[config.mk]
export PLATFORM = sky130hd
export DESIGN_NAME = keypad_scanner
export DESIGN_NICKNAME = d
export VERILOG_FILES = /design/src/rtl/keypad_pkg.sv /design/src/rtl/keypad_decoder.sv /design/src/rtl/keypad_scanner.sv
export SDC_FILE = /design/constraint.sdc
export NUM_CORES = 1
export LEC_CHECK = 0
export ABC_AREA = 1
export BUFFER_PORTS_ARGS = -buffer_cell sky130_fd_sc_hd__clkbuf_2
export CORE_ASPECT_RATIO = 1.4
export CORE_MARGIN = 2
export CORE_UTILIZATION = 60
export CTS_BUF_LIST = sky130_fd_sc_hd__clkbuf_4
export DETAILED_ROUTE_END_ITERATION = 7
export PLACE_DENSITY_LB_ADDON = 0.05
export SLEW_MARGIN = 25
export SYNTH_ARGS = -nofsm -noshare
export SYNTH_HDL_FRONTEND = slang
export SYNTH_SLANG_ARGS = --single-unit
[constraint.sdc]
create_clock -name clk -period 1.57 [get_ports clk]
set_input_delay 0.2355 -clock clk [delete_from_list [all_inputs] [get_ports clk]]
set_output_delay 0.2355 -clock clk [all_outputs]
set_load 0.01 [all_outputs]
[src/rtl/keypad_pkg.sv]
// Shared types and the 4x4 key map for the keypad scanner.
package keypad_pkg;

  typedef enum logic [1:0] {SCAN, DEBOUNCE, HELD, RELEASE} scan_state_t;

  typedef logic [1:0] idx_t;

  // Indexed by {row, col}.
  localparam logic [3:0] KEY_MAP [16] = '{
    4'h1, 4'h2, 4'h3, 4'hA,
    4'h4, 4'h5, 4'h6, 4'hB,
    4'h7, 4'h8, 4'h9, 4'hC,
    4'hE, 4'h0, 4'hF, 4'hD
  };

endpackage

[src/rtl/keypad_decoder.sv]
// Maps a latched (row, col) key position to its hex code.
module keypad_decoder
  import keypad_pkg::*;
(
  input  idx_t       row,
  input  idx_t       col,
  output logic [3:0] code
);

  always_comb code = KEY_MAP[{row, col}];

endmodule

[src/rtl/keypad_scanner.sv]
// 4x4 keypad column scanner with press/release debounce and one code per press.
//   state    | meaning
//   SCAN     | drive columns in turn, sample rows after the settle dwell
//   DEBOUNCE | one row seen low, waiting for a stable press
//   HELD     | press accepted, column frozen until the latched row rises
//   RELEASE  | latched row high, waiting for a stable release
module keypad_scanner
  import keypad_pkg::*;
#(
  parameter int SETTLE_CYCLES   = 2000,
  parameter int DEBOUNCE_CYCLES = 50000
) (
  input  logic       clk,
  input  logic       reset,
  input  logic [3:0] rows,
  output logic [3:0] cols,
  output logic [3:0] key_code,
  output logic       key_valid,
  output logic       key_held
);

  localparam int MAX_CYCLES = (SETTLE_CYCLES > DEBOUNCE_CYCLES) ? SETTLE_CYCLES : DEBOUNCE_CYCLES;
  localparam int CW = $clog2(MAX_CYCLES) + 1;
  localparam logic [CW-1:0] SETTLE_LAST   = CW'(SETTLE_CYCLES - 1);
  localparam logic [CW-1:0] DEBOUNCE_LAST = CW'(DEBOUNCE_CYCLES - 1);

  scan_state_t   state, state_nxt;
  idx_t          col, col_nxt;
  idx_t          row_idx, row_idx_nxt;
  idx_t          low_idx;
  logic [3:0]    row_pat, row_pat_nxt;
  logic [3:0]    row_low;
  logic [3:0]    dec_code, code_nxt;
  logic [CW-1:0] cnt, cnt_nxt;
  logic          valid_nxt;
  logic          one_low;
  logic          latched_low;

  keypad_decoder u_decoder (
    .row  (row_idx),
    .col  (col),
    .code (dec_code)
  );

  always_ff @(posedge clk or negedge reset) begin
    if (!reset) begin
      state     <= SCAN;
      col       <= '0;
      cnt       <= '0;
      row_idx   <= '0;
      row_pat   <= 4'hF;
      key_code  <= 4'h0;
      key_valid <= 1'b0;
    end else begin
      state     <= state_nxt;
      col       <= col_nxt;
      cnt       <= cnt_nxt;
      row_idx   <= row_idx_nxt;
      row_pat   <= row_pat_nxt;
      key_code  <= code_nxt;
      key_valid <= valid_nxt;
    end
  end

  always_comb begin
    row_low     = ~rows;
    one_low     = (row_low != 4'h0) && ((row_low & (row_low - 4'h1)) == 4'h0);
    latched_low = ~rows[row_idx];
    low_idx     = '0;
    for (int i = 0; i < 4; i++) begin
      if (row_low[i]) low_idx = idx_t'(i);
    end

    state_nxt   = state;
    col_nxt     = col;
    cnt_nxt     = cnt;
    row_idx_nxt = row_idx;
    row_pat_nxt = row_pat;
    code_nxt    = key_code;
    valid_nxt   = 1'b0;

    case (state)
      SCAN: begin
        if (cnt == SETTLE_LAST) begin
          cnt_nxt = '0;
          // Multiple low rows in one column are ghosting; skip the column.
          if (one_low) begin
            row_idx_nxt = low_idx;
            row_pat_nxt = rows;
            state_nxt   = DEBOUNCE;
          end else begin
            col_nxt = col + 2'd1;
          end
        end else begin
          cnt_nxt = cnt + CW'(1);
        end
      end
      DEBOUNCE: begin
        if (rows != row_pat) begin
          state_nxt = SCAN;
          cnt_nxt   = '0;
          col_nxt   = col + 2'd1;
        end else if (cnt == DEBOUNCE_LAST) begin
          state_nxt = HELD;
          cnt_nxt   = '0;
          valid_nxt = 1'b1;
          code_nxt  = dec_code;
        end else begin
          cnt_nxt = cnt + CW'(1);
        end
      end
      HELD: begin
        if (!latched_low) begin
          state_nxt = RELEASE;
          cnt_nxt   = '0;
        end
      end
      RELEASE: begin
        if (latched_low) begin
          state_nxt = HELD;
          cnt_nxt   = '0;
        end else if (cnt == DEBOUNCE_LAST) begin
          state_nxt = SCAN;
          cnt_nxt   = '0;
          col_nxt   = col + 2'd1;
        end else begin
          cnt_nxt = cnt + CW'(1);
        end
      end
      default: begin
        state_nxt = SCAN;
        cnt_nxt   = '0;
      end
    endcase
  end

  always_comb begin
    cols     = ~(4'b0001 << col);
    key_held = (state == HELD) || (state == RELEASE);
  end

endmodule

# Word level (Yosys, flattened, before mapping)
# Memory sizes are Yosys's and may differ from the RTL's. A register that Yosys moved wholly into a read port is not among the register bits.
# Index checks and enable logic that the tools add are counted.
classes:
  bitwise: 5
  reduce_logical: 11
  n_lt_le_gt_ge: 1
  shifts: 1
  n_eq_ne: 15
  add_sub_neg: 3
  n_mux: 28
ops:
  columns: ["cell", "n"]
  rows:
  - ["$mux 17", 5]
  - ["$pmux 17 s4", 1]
  - ["$mux 2", 14]
  - ["$add 17x1->17 const B", 1]
  - ["$eq 17x11->1 const B", 1]
  - ["$eq 17x16->1 const B", 1]
  - ["$ne 2x2->1 const B", 7]
  - ["$not 4->4", 2]
  - ["$pmux 2 s4", 1]
  - ["$ne 3x3->1 const B", 2]
  - ["$pmux 2 s3", 1]
  - ["$reduce_and 3->1", 2]
  - ["$reduce_and 6->1", 1]
  - ["$mux 1", 5]
  - ["$not 4->5", 1]
  - ["$reduce_and 5->1", 1]
  - ["$and 4x4->4", 1]
  - ["$eq 2x2->1 const B", 2]
  - ["$logic_not 4->1", 1]
  - ["$ne 4x4->1", 1]
  - ["$reduce_bool 4->1", 1]
  - ["$shl 1x2->4 const A", 1]
  - ["$sub 4x1->4 const B", 1]
  - ["$lt 2x3->1 const B", 1]
  - ["9 further kinds", 9]
totals:
  output_inout_bits: 10
  rom_bits: 64
  wordCells: 71
  n_memories: 1
  register_bits: 28
mem_list:
  columns: ["memory", "words", "width", "read_ports", "rd_ports_with_merged_regs", "write_ports", "line", "text"]
  rows:
  - ["(name not given)", 16, 4, 1, 1, 0, "keypad_decoder.sv:10", "always_comb code = KEY_MAP[{row, col}];"]

# Depth between registers and ports, before layout
# Gate-level depths: netlist (run 1).
depth:
  depth_word: 8
  mapped_depth: 12
  mapped_depth_nobuf: 11

# By module
# Synthesis (run 1) repeated with hierarchy kept, for this count alone.
hier_totals:
  cells_unflattened: 339
  hier_area_um2: 2239.6
by_module_without_submodules:
  columns: ["module", "n_inst", "cells_per_inst", "area_each_um2"]
  rows:
  - ["keypad_scanner", 1, 301, 2049.5]
  - ["keypad_decoder", 1, 38, 190.2]

# Worst setup path before layout (run 1)
# OpenSTA, ideal clock, no wires.
synth_timing:
  path_kind: "reg2reg"
  start: "register cnt[0]"
  end: "register col[0]"
  path_slack_ns: 0.135
  required_time_ns: 1.453
  path_buffers: 0
  stages_incl_launch_ff: 11
  t_arrival_ns: 1.318
  cell_sequence: "dfrtp_1 > ha_1 > nand3_2 > nor2_1 > nand2_1 > nor2_2 > nor2_1 > nor2_2 > nand2_1 > nand2_1 > nand2_1"
synth_between:
  elab_chain_cells: 3
  elab_cells_between_ends: 5
synth_lines:
  columns: ["element", "line", "text"]
  rows:
  - ["start: declaration", "keypad_scanner.sv:34", "logic [CW-1:0] cnt, cnt_nxt;"]
  - ["start signal: assignment", "keypad_scanner.sv:57", "cnt <= cnt_nxt;"]
  - ["$eq 17x16->1 or $eq 17x11->1 (tied branches)", "keypad_scanner.sv:122, keypad_scanner.sv:84", null]
  - ["$ne 2x2->1 (no source line)", null, null]
  - ["$reduce_and 6->1 (no source line) (*)", null, null]
  - ["end signal: assignment", "keypad_scanner.sv:56", "col <= col_nxt;"]
  - ["end: declaration", "keypad_scanner.sv:28", "idx_t col, col_nxt;"]
# Mark *: on every way between the ends. The rest lies on a longest branch, timed or not.
# A chain may end at the register's enable or synchronous reset.

# Worst setup path after layout (run 1)
layout_timing:
  start: "register cnt[0]"
  end: "register cnt[16]"
layout_between:
  elab_chain_cells: 4
  elab_cells_between_ends: 8
layout_lines:
  columns: ["element", "line", "text"]
  rows:
  - ["$add 17x1->17 or $eq 17x16->1 (tied branches)", null, null]
  - ["$mux 17", "keypad_scanner.sv:103, keypad_scanner.sv:122", null]
  - ["$mux 17 (on tied branches)", "keypad_scanner.sv:119, keypad_scanner.sv:99", null]
  - ["$pmux 17 s4 (*)", "keypad_scanner.sv:82", "case (state)"]
# Marked as above.

==> flow_results.org, run 1 <==
** Clock network
- For the worst-skew pair, the clock arrives at the later sink with an insertion delay of between 300 and 400 ps.
- Clock Tree Root :: clkbuf_4
- Worst-case clock buffer depth :: 2
- TritonCTS created 5 clock buffers.
- Clock-pin slew was measured on the worst setup and hold paths at 100 ps.
- Clk sink count :: 32
- CTS tree :: done
- In this run the number of H-tree levels came out at 2.

** Worst setup path
- Stage delay of the slowest cell on the critical path :: 390 ps
- Nature of the critical path endpoint :: register
- Req. time, crit path :: between 1500 and 2000 ps
- The worst setup path is launched from a register.
- In this run the critical register-to-register path is launched from cnt[0].
- Slowest cell on crit path :: dfrtp_1
- The cell that appears most often on the critical path is nand2_1.
- Critical path startpoint :: cnt[0]
- At the worst endpoint, the arrival time is approximately 1800 ps.
- Together, buffers and inverters on the worst path number 1.
- Along the worst path, the maximum fanout reaches 6.
- Grouping stages by cell kind, the critical path spends the most delay in simple AND/OR/NAND/NOR gates.
- The signal on the critical path passes through ha_2 -> nand3_4 -> buf_4 -> nor3_4 -> nand2_4 -> nor2_4 -> nand2_1 -> nand2_1 -> nand2_1 -> nor2_1.
- The critical path is of the reg -> reg type.

** Placed design
- Last weighted congestion value of the routability-driven placer :: between 0.8 and 0.9
- Total half-perimeter wirelength after legalization and detailed placement :: just over 4000 um
- Timing analysis after detailed placement gives a worst setup slack of 6.768 ps.
- Port buffer count :: 15
- The placed instances occupy a cell area of 2571 sq um.

** Power and ir drop
- Worst voltage drop across the vdd grid :: roughly 1.2 mV
- Power per cell area :: about 1100 nW/um^2
- Summed over all cells, the static leakage comes to around 1.4 nW.

** Floorplanning
- The total area inside the core boundary comes to between 3000 and 4000 sq um.
- Total die area :: approximately 4400 sq um
- The initial utilization of the core area, before any placement, comes to 0.6297.
- Io pins :: 16
- Measured along the x axis, the die boundary spans 56.50 um.
- Height of the die :: approximately 77 um
- FP Rows :: 26

** Global route
- The number of global-route vias before repair came to roughly 2200.
- The first global-routing pass estimated 8921 um of wire.
- Largest net degree at the start of global routing :: 33
- The number of antenna violations at the first check in global routing was 0.
- For this run, the total global-route usage over all layers was measured as 0.2573.
- Remaining global-route overflow :: 0

** Synthesis
- Post-Synthesis Cell Area :: around 2300 sq um
- Post-synth cell types :: 34
- Post-synthesis share of cell area spent on and, or, nand and nor gates :: 0.4195
- Area share of fa/ha/maj cells after synthesis :: 0.03784
- By area the synthesized netlist is led by dfrtp_1, nand2_1, inv_1.
- Of the synthesized area, sequential elements account for 0.3481.
- Proportion of synthesized area in mux cells :: 0
- Number of nets in the synthesized netlist :: 344
- Ys Warns :: 0
- Counting flops and latches in the post-synthesis netlist gives 32.
- Average footprint of a synthesized cell :: between 6 and 7 sq um
- After synthesis, the largest family of logic cells by area is simple AND/OR/NAND/NOR gates.
- Portion of synthesized cell area occupied by the leading cell type :: 0.3027
- Post-synth top area cell :: dfrtp_1
- Share of the synthesized netlist area taken by xor and xnor gates :: 0.01514
- Share of the synthesized area in compound gates (AO/OA/AOI/OAI) :: 0.06541
- Gate count of the mapped netlist :: 331

** STA
- Static timing analysis puts the maximum clock frequency at 641.3 MHz.
- Final-report setup violation count :: 0
- The final hold violation count was 0.
- Worst hold slack :: 169.3 ps
- Clock skew after layout :: approximately 12 ps
- In this run the tightest slew margin relative to its limit is 0.7943.
- Final critical path time including I/O delays and setup :: 1559 ps
- In the post-route analysis, the smallest setup slack over all paths is about 11 ps.
- Of the available clock period, the critical path in the final layout requires 0.9932.
- Setup repair after global routing could not meet its margin everywhere.
- The max-slew violation total from the final report came to 0.
- At the pin with the least slew margin, the transition time is 308.5 ps.

** Finish
- Of the cells placed in the final design, the portion with a size suffix greater than 1 is 0.2681.
- The library cell used most frequently in the layout, excluding fill and tap cells, is nand2_1.
- The final layout contains just under 400 nets.
- The number of antenna diodes in the final layout is 0.
- Final standard cell area without fillers :: roughly 2700 sq um
- Relative to the synthesized area, the layout overhead comes to 16.92%.
- Commonest cells after routing, fill and taps aside :: nand2_1, inv_1, nand3_1, dfrtp_1, nor2_1

** Routing
- Remaining number of nets flagged by the antenna check after routing :: 0
- After detailed routing, the total wire length is 5306 um.
- Routed wire per std cell :: approximately 13 um
- For this run, design rule violations remaining after detail routing come to 0.
- DR pass1 iterations :: 4
- Detailed-route via count :: around 2200
- DRT iter0 DRCs :: between 60 and 70
- Dividing the detail-routed via count by the number of cells gives between 5 and 6.

** Run status
- The flow ran to the end, and the final reports show no timing, DRC or antenna violations.

** Hold path
- The min-delay analysis places its worst path in the category in -> reg.
- In this run the most critical hold path is launched from rows[3].

** Flow run
- # Max-Cap Violations :: 0
==> where the power goes <==
part | switching, mW | total, mW | leakage (nW) | internal [mW]
registers | 0.176 | 1.16 | 0.391 | 0.983
logic | 0.730 | 1.27 | 1.02 | 0.536
clock network | 0.286 | 0.468 | 0.0315 | 0.182
total | 1.19 | 2.89 | 1.44 | 1.70
==> cell families after synthesis <==
logic type	Yosys count
buf+inv	65
flops	32
xor+xnor	4
simple gates	197
fa+ha+maj	7
compound gates	26
==> path summary, 6_finish.rpt <==
kind	endpoint	slack [ps]	cells after the start
worst max-delay path	cnt[16]	10	10
worst min-delay path	row_pat[3]	170	3
worst max register to register	cnt[16]	10	10
worst min register to register	row_pat[0]	490	2
max in group asynchronous	row_pat[0]	930	3
min in group asynchronous	cnt[5]	380	3
==> synthesized netlist by cell type, drive strengths merged <==
library cell / count
nand2: 99
inv: 62
nand3: 37
nor2: 37
dfrtp: 28
o21ai: 16
nand4: 14
ha: 7
nor3: 7
dfstp: 4
a21oi: 3
xor2: 3
buf: 2
o21bai: 2
o31ai: 2
or2: 2
a21boi: 1
a22oi: 1
and2: 1
clkbuf: 1
o22ai: 1
xnor2: 1
==> registers in the layout, indices dropped and copies added, names as in the netlist <==
name,count
cnt,17
col,2
key_code,4
key_valid,1
row_idx,2
row_pat,4
state,2
==> worst reg2reg max path, delay by kind of cell (launching register included) <==
family / cells / cell delay (ps)
buffers and inverters: 1 / 170
and+or+nand+nor: 8 / 720
adders and majority gates: 1 / 220
DFF: 1 / 390
==> through the flow <==
step	std cells	util	power (mW)	TNS, ps
4_1_cts	412	0.7178	2.797	-7.534
6_report	415	0.7362	2.893	0
3_5_place_dp	404	0.6995	2.312	0
2_1_floorplan	331	-	1.867	0
3_3_place_gp	404	0.6995	2.282	0
5_1_grt	415	0.7362	3.123	-1306
==> routing by layer <==
layer	up-vias	global-route usage	wire, um	part of all wire
li1	1128	-	-	-
met1	1028	0.2705	2035	0.38
met2	55	0.4756	2854	0.54
met3	23	0.04333	164	0.031
met4	0	0.1333	252	0.047
met5	-	0	0	0
==> area by class of cell <==
class,count,area (sq um)
multi-input combinational,234,1296
fill,306,969.7
sequential,32,807.0
timing repair buffer,38,262.8
inverter,62,237.7
tap,42,52.55
clock buffer,6,45.04
clock inverter,1,5.005
==> repair_timing <==
item                                    CTS  global route
endpoints found under the setup margin    6            28
setup buffers                             0             3
gates resized for setup                   2            11
hold buffers                              1             0
pin swaps                                 0             3
hold endpoints to repair                 28             0
No activity file was read; power rests on OpenSTA's default activity.
==> run 2, diff against run 1 <==
- CAP_MARGIN: not set -> 20
- PLACE_DENSITY: not set -> 0.79
- PLACE_DENSITY_LB_ADDON: 0.05 -> not set
- clock period: 1.57 -> 1.6 ns (I/O delays scaled with it)
==> run 2 against run 1 <==
Worst setup slack better by 6.6 ps. Maximum frequency is 1.5% lower. Critical path depth is 1 lower. Clock skew is 1.3 ps lower. Design area is 2.0% higher. Critical path type unchanged.
==> flow_results.org, run 2 (synthesis results as in run 1) <==
** Floorplanning
- Height of the die :: 77.49 um (unchanged)
- Standard cell core area :: 3676 sq um (unchanged)
- The horizontal die dimension was 56.50 um (unchanged).
- The full die area was 4378 sq um (unchanged).
- The number of ports placed on the die boundary was 16 (unchanged).
- FP Rows :: 26 (unchanged)
- The effective utilization at floorplan was 0.6297 (unchanged).

** Power and ir drop
- The power per unit of standard cell area came to 1059 nW/um^2 (was 1069 nW/um^2).
- Power share of the sequential group :: 0.390 (was 0.401)
- The worst vdd rail ir drop came to 0.9514 mV (was 1.224 mV).
- Sw Share :: 0.4175 (was 0.4119)
- The leakage power came to 1.451 nW (was 1.443 nW).
- The clock group share of total power was 0.172 (was 0.162).
- The cell-internal power is 1.703 mW (was 1.701 mW).
- Net switching power :: 1.221 mW (was 1.192 mW)
- Comb power frac :: 0.438 (was 0.437)

** STA
- Final TNS setup :: 0 ps (unchanged)
- RSZ-0062 raised after global routing :: yes (unchanged)
- Final max-slew violation count :: 0 (unchanged)
- The time the final worst path needs with I/O delays and setup is 1583 ps (was 1559 ps).
- Relative slew slack :: 0.6961 (was 0.7943)
- Worst hold slack :: 162.1 ps (was 169.3 ps)
- Clock skew after layout :: 10.96 ps (was 12.27 ps)
- The share of the cycle needed by the critical path after routing came to 0.9892 (was 0.9932).
- The final hold violation count was 0 (unchanged).
- Slew of the pin with the lowest slew margin :: 455.8 ps (was 308.5 ps)
- Max Freq :: 631.8 MHz (was 641.3 MHz)
- Final-report setup violation count :: 0 (unchanged)

** Worst setup path
- Critical path startpoint category :: register (unchanged)
- Largest driver fanout on the critical path :: 5 (was 6)
- The worst endpoint required time is 1890 ps (was 1850 ps).
- The kind of critical path is reg -> reg (unchanged).
- Worst Reg2Reg Path Length in Cells :: 9 (was 10)
- Nature of the critical path endpoint :: register (unchanged)
- Worst endpoint data arrival time :: 1870 ps (was 1840 ps)

** Routing
- The count of nets left with antenna violations after detail routing came to 0 (unchanged).
- The number of DRC violations after detailed-routing iteration 0 came to 104 (was 67).
- The post-route DRC violation count came to 0 (unchanged).
- The via count came to 2286 (was 2234).
- The detailed-router iteration count before antenna repair was 6 (was 4).
- The vias per cell came to 5.482 (was 5.383).
- Routed wire per std cell :: 13.47 um (was 12.79 um)
- The detailed-route wire length came to 5617 um (was 5306 um).

** Global route
- The number of global-route vias before repair came to 2138 (was 2154).
- The first-pass GRT wire length is 9073 um (was 8921 um).
- The aggregate global routing overflow came to 0 (unchanged).
- GRT Resource Usage Total :: 0.2629 (was 0.2573)
- The largest net degree at the start of global routing was 19 (was 33).
- Initial antenna violation count :: 0 (unchanged)

** Clock network
- Number of CTS-inserted buffers :: 5 (unchanged)
- The clock root buffer was clkbuf_4 (unchanged).
- The clock sink total is 32 (unchanged).
- The TritonCTS clock tree was done (unchanged).
- The clock input transition at the sequential cells of the worst setup and hold paths was 100 ps (about the same).
- The maximum count of clock buffers along a single path is 2 (unchanged).
- H-Tree Level Count :: 2 (unchanged)
- Clock latency on the worst-skew pair :: 350 ps (was 340 ps)

** Finish
- Commonest cells after routing, fill and taps aside: nand2_1, inv_1, nand3_1, dfrtp_1, buf_4 (was nand2_1, inv_1, nand3_1, dfrtp_1, nor2_1).
- Number of non-filler instances in the completed layout :: 417 (was 415)
- Fraction of the core area covered by cells at the end of the flow :: 0.7509 (was 0.7362)
- Largest registers :: cnt x17, key_code x4, row_pat x4 (unchanged)
- The fraction of layout cells with a size suffix above 1 was 0.3013 (was 0.2681).
- The register with the highest flop count is cnt (unchanged).
- The final net count was 387 (was 386).
- Area growth syn-to-layout :: 19.24% (was 16.92%)
- Max FFs per register :: 17 (unchanged)
- The number of inserted diodes was 0 (unchanged).
- The most common cell after layout, fill and taps aside was nand2_1 (unchanged).

** Run status
- Outcome: finished, final reports clean (unchanged).

** Placed design
- # placed instances :: 400 (was 404)
- Last weighted congestion value of the routability-driven placer :: 0.9155 (was 0.8626)
- The count of buffers inserted at the top-level ports was 15 (unchanged).
- Total half-perimeter wirelength after legalization and detailed placement :: 4058 um (was 4066 um)

** Flow run
- # Max-Cap Violations :: 0 (unchanged)

** Hold path
- The class of the worst hold path was in -> reg (unchanged).
- Depth of the worst hold-timing path :: 3 (unchanged)
run 2: area by class of cell:
cell class,count,area [sq um]
fill,312,915.9
sequential,32,808.3
timing repair buffer,39,270.3
inverter,62,237.7
tap,42,52.55
clock inverter,1,5.005
clock buffer,7,52.55
multi-input combinational,234,1334
run 2: final timing paths:
| kind | start | endpoint | slack [ps] |
|---|---|---|---|
| max in group asynchronous | reset | row_pat[1] | 690 |
| worst min register to register | row_pat[1] | row_pat[1] | 500 |
| min in group asynchronous | reset | cnt[8] | 360 |
| worst max register to register | cnt[1] | col[1] | 20 |
| worst max-delay path | cnt[1] | col[1] | 20 |
| worst min-delay path | rows[3] | row_pat[3] | 160 |
run 2: metal layers:
metal  GRT usage  vias to the layer above  share of wire
li1            -                     1134              -
met1      0.2891                     1049           0.39
met2      0.4767                       77           0.52
met3     0.04333                       26          0.041
met4      0.1286                        0          0.040
met5           0                        -              0
run 2: repair_timing:
action / in CTS / in global routing
gates resized for setup: 0 / 27
hold buffers: 1 / 0
endpoints found under the hold margin: 13 / 0
endpoints found under the setup margin: 2 / 29
setup buffers: 1 / 7
pin swaps: 2 / 10
run 2: worst max-delay path: stages, from the launching register on:
cell     delay [ps]
dfrtp_1         410
ha_4            170
nand3_4         110
buf_4           160
inv_1            90
nand3_2         120
a21oi_2         200
buf_4           140
nand3_1          70
nand2_1          70
run 2: power by group through the flow:
stage / logic [mW] / registers, mW / clock network [mW]
CTS: 1.11 / 1.11 / 0.511
floorplan: 0.712 / 1.12 / 0
detailed placement: 1.08 / 1.13 / 0
global placement: 1.06 / 1.12 / 0
finish: 1.28 / 1.14 / 0.502
global route: 1.44 / 1.16 / 0.539
run 2: through the flow:
step	setup WS, ps	cell area, sq um	total power, mW
final	17.34	2760	2.924
after global routing	-72.66	2760	3.133
after CTS	15.76	2616	2.730
after detailed placement	-18.02	2541	2.205
after global placement	40.07	2541	2.181
after floorplan	165.0	2315	1.832
